$ cat src/rtl/instruction_prefetch_queue.sv
// Sequential instruction prefetch queue: one outstanding fetch, DEPTH-entry {pc, inst} FIFO, redirect flush.
// Optional performance counters (flushCount, stallCount) are enabled with `define PREFETCH_PERF_CNT_EN.
module instruction_prefetch_queue #(
    parameter int unsigned DEPTH    = 4,
    parameter logic [31:0] RESET_PC = 32'h0
) (
    input  logic                     clock,
    input  logic                     reset,
    output logic                     memReq,
    output logic [31:0]              memAddr,
    input  logic                     memValid,
    input  logic [31:0]              memData,
    input  logic                     redirectValid,
    input  logic [31:0]              redirectPc,
    output logic                     instValid,
    output logic [31:0]              instData,
    output logic [31:0]              instPc,
    input  logic                     decodeReady,
    output logic [$clog2(DEPTH):0]   count
`ifdef PREFETCH_PERF_CNT_EN
    ,
    output logic [31:0]              flushCount,
    output logic [31:0]              stallCount
`endif
);

    localparam int unsigned PW = $clog2(DEPTH);

    typedef enum logic [1:0] {IDLE, WAIT, DISCARD} state_t;

    state_t          state_reg;
    logic [31:0]     fetch_pc_reg;
    logic [31:0]     req_pc_reg;
    logic [PW-1:0]   head_reg;
    logic [PW-1:0]   tail_reg;
    logic [PW:0]     count_reg;
    logic [31:0]     pc_mem   [DEPTH];
    logic [31:0]     data_mem [DEPTH];

    logic            in_flight;
    logic [PW+1:0]   occupied;
    logic            issue;
    logic            push;
    logic            pop;

    // A slot is reserved for the in-flight request, so the queue can never overflow on push.
    assign in_flight = (state_reg != IDLE);
    assign occupied  = {1'b0, count_reg} + (PW+2)'(in_flight);
    assign issue     = !redirectValid
                     && (state_reg == IDLE || (state_reg == WAIT && memValid))
                     && (occupied < (PW+2)'(DEPTH));
    assign push      = (state_reg == WAIT) && memValid && !redirectValid;
    assign pop       = instValid && decodeReady && !redirectValid;

    assign memReq    = issue && reset;
    assign memAddr   = fetch_pc_reg;
    assign instValid = (count_reg != '0);
    assign instData  = data_mem[head_reg];
    assign instPc    = pc_mem[head_reg];
    assign count     = count_reg;

    always_ff @(posedge clock or negedge reset) begin
        if (!reset) begin
            state_reg    <= IDLE;
            fetch_pc_reg <= RESET_PC;
            req_pc_reg   <= '0;
        end else if (redirectValid) begin
            fetch_pc_reg <= redirectPc & 32'hFFFF_FFFC;
            // A request still in the air must be swallowed before refetching.
            state_reg    <= (state_reg != IDLE && !memValid) ? DISCARD : IDLE;
        end else begin
            if (issue) begin
                fetch_pc_reg <= fetch_pc_reg + 32'd4;
                req_pc_reg   <= fetch_pc_reg;
            end
            case (state_reg)
                IDLE:    if (issue)    state_reg <= WAIT;
                WAIT:    if (memValid) state_reg <= issue ? WAIT : IDLE;
                DISCARD: if (memValid) state_reg <= IDLE;
                default: state_reg <= IDLE;
            endcase
        end
    end

    always_ff @(posedge clock or negedge reset) begin
        if (!reset) begin
            head_reg  <= '0;
            tail_reg  <= '0;
            count_reg <= '0;
            for (int i = 0; i < DEPTH; i++) begin
                pc_mem[i]   <= '0;
                data_mem[i] <= '0;
            end
        end else if (redirectValid) begin
            head_reg  <= '0;
            tail_reg  <= '0;
            count_reg <= '0;
        end else begin
            if (push) begin
                pc_mem[tail_reg]   <= req_pc_reg;
                data_mem[tail_reg] <= memData;
                tail_reg           <= tail_reg + PW'(1);
            end
            if (pop) begin
                head_reg <= head_reg + PW'(1);
            end
            case ({push, pop})
                2'b10:   count_reg <= count_reg + (PW+1)'(1);
                2'b01:   count_reg <= count_reg - (PW+1)'(1);
                default: count_reg <= count_reg;
            endcase
        end
    end

`ifdef PREFETCH_PERF_CNT_EN
    logic [31:0] flush_cnt_reg;
    logic [31:0] stall_cnt_reg;

    always_ff @(posedge clock or negedge reset) begin
        if (!reset) begin
            flush_cnt_reg <= '0;
            stall_cnt_reg <= '0;
        end else begin
            if (redirectValid) flush_cnt_reg <= flush_cnt_reg + 32'd1;
            if (!instValid)    stall_cnt_reg <= stall_cnt_reg + 32'd1;
        end
    end

    assign flushCount = flush_cnt_reg;
    assign stallCount = stall_cnt_reg;
`endif

endmodule

$ cat config.mk
export PLATFORM = sky130hd
export DESIGN_NAME = instruction_prefetch_queue
export DESIGN_NICKNAME = d
export VERILOG_FILES = /design/src/rtl/instruction_prefetch_queue.sv
export SDC_FILE = /design/constraint.sdc
export NUM_CORES = 1
export LEC_CHECK = 0
export CAP_MARGIN = 20
export CELL_PAD_IN_SITES_DETAIL_PLACEMENT = 2
export CELL_PAD_IN_SITES_GLOBAL_PLACEMENT = 2
export CORE_MARGIN = 8
export CORE_UTILIZATION = 40
export DETAILED_ROUTE_END_ITERATION = 10
export PLACE_DENSITY = 0.85
export SYNTH_ARGS = -nofsm -noshare
export SYNTH_HDL_FRONTEND = slang
export SYNTH_SLANG_ARGS = --single-unit
export TNS_END_PERCENT = 100
$ cat constraint.sdc
create_clock -name clock -period 4.2 [get_ports clock]
set_input_delay 1.26 -clock clock [delete_from_list [all_inputs] [get_ports clock]]
set_output_delay 1.26 -clock clock [all_outputs]
set_load 0.03 [all_outputs]
==> flow_summary_export.csv <==
group,metric,value,unit
outcome,status,"finished clean",
floorplan,std_cell_rows,68,
clocking,htreeDepth,2,
setup_path,crit_type,"in -> out",
hold_path,hp-class,"reg -> reg",
detailed_routing,wl_per_cell,26.2,um
detailed_routing,firstDrtPassIters,4,
cells_and_area,layout.nets,1167,
setup_path,path_cells,"clkdlybuf4s50_1 -> a21bo_2 -> a2111oi_4 -> and2_1 -> buf_4",
logic_synthesis,yosys.area.top_type,"dfrtp_1",
power_and_ir_drop,pwr-share-comb,0.374,
cells_and_area,antenna_cells,0,
global_routing,antenna_found_initial,1,
setup_path,slowest_stage,"clkdlybuf4s50_1",
placement,port_buffers,163,
clocking,numCtsBuffers,37,
clocking,insertion_delay,0.53,ns
floorplan,initial_core_util,0.406,
clocking,ctsLongestPathBuffers,3,
logic_synthesis,ys_types,40,
global_routing,grt_usage,0.200,
logic_synthesis,synth_top_family_by_area,"multiplexers",
clocking,hold_buffers,0,
timing,setup_tns,0,ns
timing,slew-limit-headroom,0.402,
cells_and_area,largest_reg_flops,128,
global_routing,overflow,0,
setup_path,critPathMaxFanout,4,
floorplan,fp.dieW,203,um
power_and_ir_drop,power.leakage,7.84,nW
logic_synthesis,ys_warn_count,0,
power_and_ir_drop,intPower,8.13,mW
global_routing,grt_pass1_vias,10400,
floorplan,die_area,0.0412,mm^2
setup_path,cp.required,2.94,ns
global_routing,grt_max_degree,134,
logic_synthesis,synthMuxAreaShare,0.329,
cells_and_area,layout-drive-gt1-share,0.395,
clocking,cts-resized-gates,0,
timing,skew,0.0180,ns
clocking,cts_root_buf,"clkbuf_16",
cells_and_area,areaGrowthSynthToFinish,25.1,%
setup_path,critPathArrivalTime,2.81,ns
power_and_ir_drop,power.density_cell_area,715,mW/mm^2
power_and_ir_drop,power_frac_seq,0.373,
timing,finalCriticalPeriod,4.07,ns
setup_path,cpPeakStageDelay,0.47,ns
cells_and_area,regMostFlops,"data_mem",
floorplan,core,0.0345,mm^2
cells_and_area,final_cell_mix,"dfrtp_1, mux2_2, clkdlybuf4s50_1",
setup_path,path_delay_family,"buffers and inverters",
logic_synthesis,ys_seq_elements,317,
global_routing,grt_pass1_wl,64.4,mm
logic_synthesis,synth_compound_area_frac,0.0176,
clocking,cts.clk_slew.worst_paths,0.06,ns
clocking,cts_tree,"done",
logic_synthesis,ys_seq_area_frac,0.568,
logic_synthesis,synth_cells,917,
placement,dp_hpwl,25.4,mm
timing,final_hold_viol_count,0,
logic_synthesis,synth_simple_gate_area_frac,0.0401,
cells_and_area,reg_top3,"data_mem: 128 flops, pc_mem: 120 flops",
floorplan,dieHeight,203,um
timing,rsz0062_at_grt,"no",
setup_path,cp.buffers_inverters,2,
timing,setup_viol,0,
clocking,cts_sinks,317,
cells_and_area,n_fill_cell,3105,
setup_path,start_kind,"input port",
detailed_routing,drt-total-wl,41.0,mm
cells_and_area,mostFrequentLayoutCell,"dfrtp_1",
setup_path,endpoint_kind,"primary output",
job,maxCapViolations,0,
logic_synthesis,netlist.area_leader.share,0.568,
logic_synthesis,synth_xor_area_frac,0.0194,
timing,fmax,0.245,GHz
floorplan,ios,170,
logic_synthesis,ys_top_cells_by_area,"dfrtp_1, mux2_2, mux4_2",
detailed_routing,postRouteAntennaNets,0,
detailed_routing,routed_via_density,5.53,
logic_synthesis,netlist_area,0.0140,mm^2
power_and_ir_drop,clkPwrFrac,0.252,
detailed_routing,drt_iter0_drc,286,
power_and_ir_drop,swShare,0.350,
power_and_ir_drop,ir_worst_vdd,0.000583,V
placement,gp_congestion,0.756,
power_and_ir_drop,net-switching-power,4.38,mW
logic_synthesis,avgSynthCellArea,15.2,um^2
timing,fin_crit_sh,0.970,
detailed_routing,drc,0,
clocking,post-cts-setup-buffers,0,
timing,drv_slew,0,
detailed_routing,vias,8669,
timing,worstMarginPinSlew,0.898,ns
logic_synthesis,synth_fa_ha_area_frac,0.00591,
cells_and_area,postLayoutCoreUtil,0.507,
[area by class of cell]
class	instances	area, um^2	area share
timing repair buffer	192	1960	0.112
sequential	317	7940	0.454
inverter	7	26.3	0.00150
tap	455	569	0.0326
multi-input combinational	537	5820	0.333
clock buffer	47	1010	0.0580
clock inverter	13	150	0.00859
[stage by stage]
stage / cell area, um^2 / std cells / worst slack (ns) / hold slack (ns) / total power [mW]
detailed placement: 16300 / 1506 / 0.135 / 0.489 / 9.37
floorplan: 14000 / 920 / 0.266 / 0.474 / 7.37
global placement: 16300 / 1506 / 0.144 / 0.481 / 9.11
global route: 17500 / 1568 / 0.0428 / 0.517 / 13.1
CTS: 17500 / 1566 / 0.101 / 0.501 / 12.7
finish: 17500 / 1568 / 0.126 / 0.500 / 12.5
[power groups by stage]
stage               clock network, mW  logic [mW]  registers [mW]
finish                           3.16        4.68            4.67
global route                     3.34        4.95            4.78
CTS                              3.24        4.77            4.68
detailed placement                  0        4.68            4.69
global placement                    0        4.54            4.57
floorplan                           0        2.95            4.42
[per-layer routing]
layer / GRT usage / routed length [um] / share of wire / vias to the layer above
met2: 0.346 / 20700 / 0.51 / 199
li1: - / - / - / 3710
met5: 0 / 13 / 0.00032 / -
met3: 0.0449 / 2080 / 0.051 / 76
met1: 0.248 / 17300 / 0.42 / 4682
met4: 0.0588 / 918 / 0.022 / 2
[cell usage after synthesis]
cell       number
dfrtp_1       317
nand4_1        18
nand3b_1        2
or3_1           2
xor2_1         15
o21ai_0        22
nor3b_1         1
nor2_1         16
inv_1           7
nor3_1          8
a311oi_1        1
mux2i_1         4
and2_1          3
clkbuf_1       43
and3_1          4
a211o_1         1
o211ai_1        1
mux2_2        281
a21oi_1         3
nand2_1        38
fa_1            1
buf_2          10
xnor2_1        16
o21ai_1         1
o21bai_1        1
conb_1          1
a221o_1         3
nor2b_1         1
nand3_1        12
nor4_1          3
nor4b_2         1
mux4_2         62
buf_1           2
a211oi_1        1
o31a_1          1
a2111oi_4       1
a21bo_2         1
ha_1            5
and4_1          3
buf_4           4
[final timing paths]
kind                                 start       endpoint  slack, ns  cells past startpoint
min in group asynchronous            reset  data_mem[103]       0.61                      1
worst min register to register  pc_mem[26]     pc_mem[26]       0.50                      1
worst max register to register    count[1]    memAddr[26]       1.71                      6
max in group asynchronous            reset   data_mem[87]       1.90                      4
worst min-delay path            pc_mem[26]     pc_mem[26]       0.50                      1
worst max-delay path              memValid         memReq       0.13                      5
[logic make-up after synthesis]
family	Yosys count
multiplexers	347
flip-flops	317
AO/OA/AOI/OAI	37
buffers and inverters	66
XOR/XNOR	31
adder cells (fa/ha/maj)	6
other	1
AND/OR/NAND/NOR	112
No activity file was read; power rests on OpenSTA's default activity.
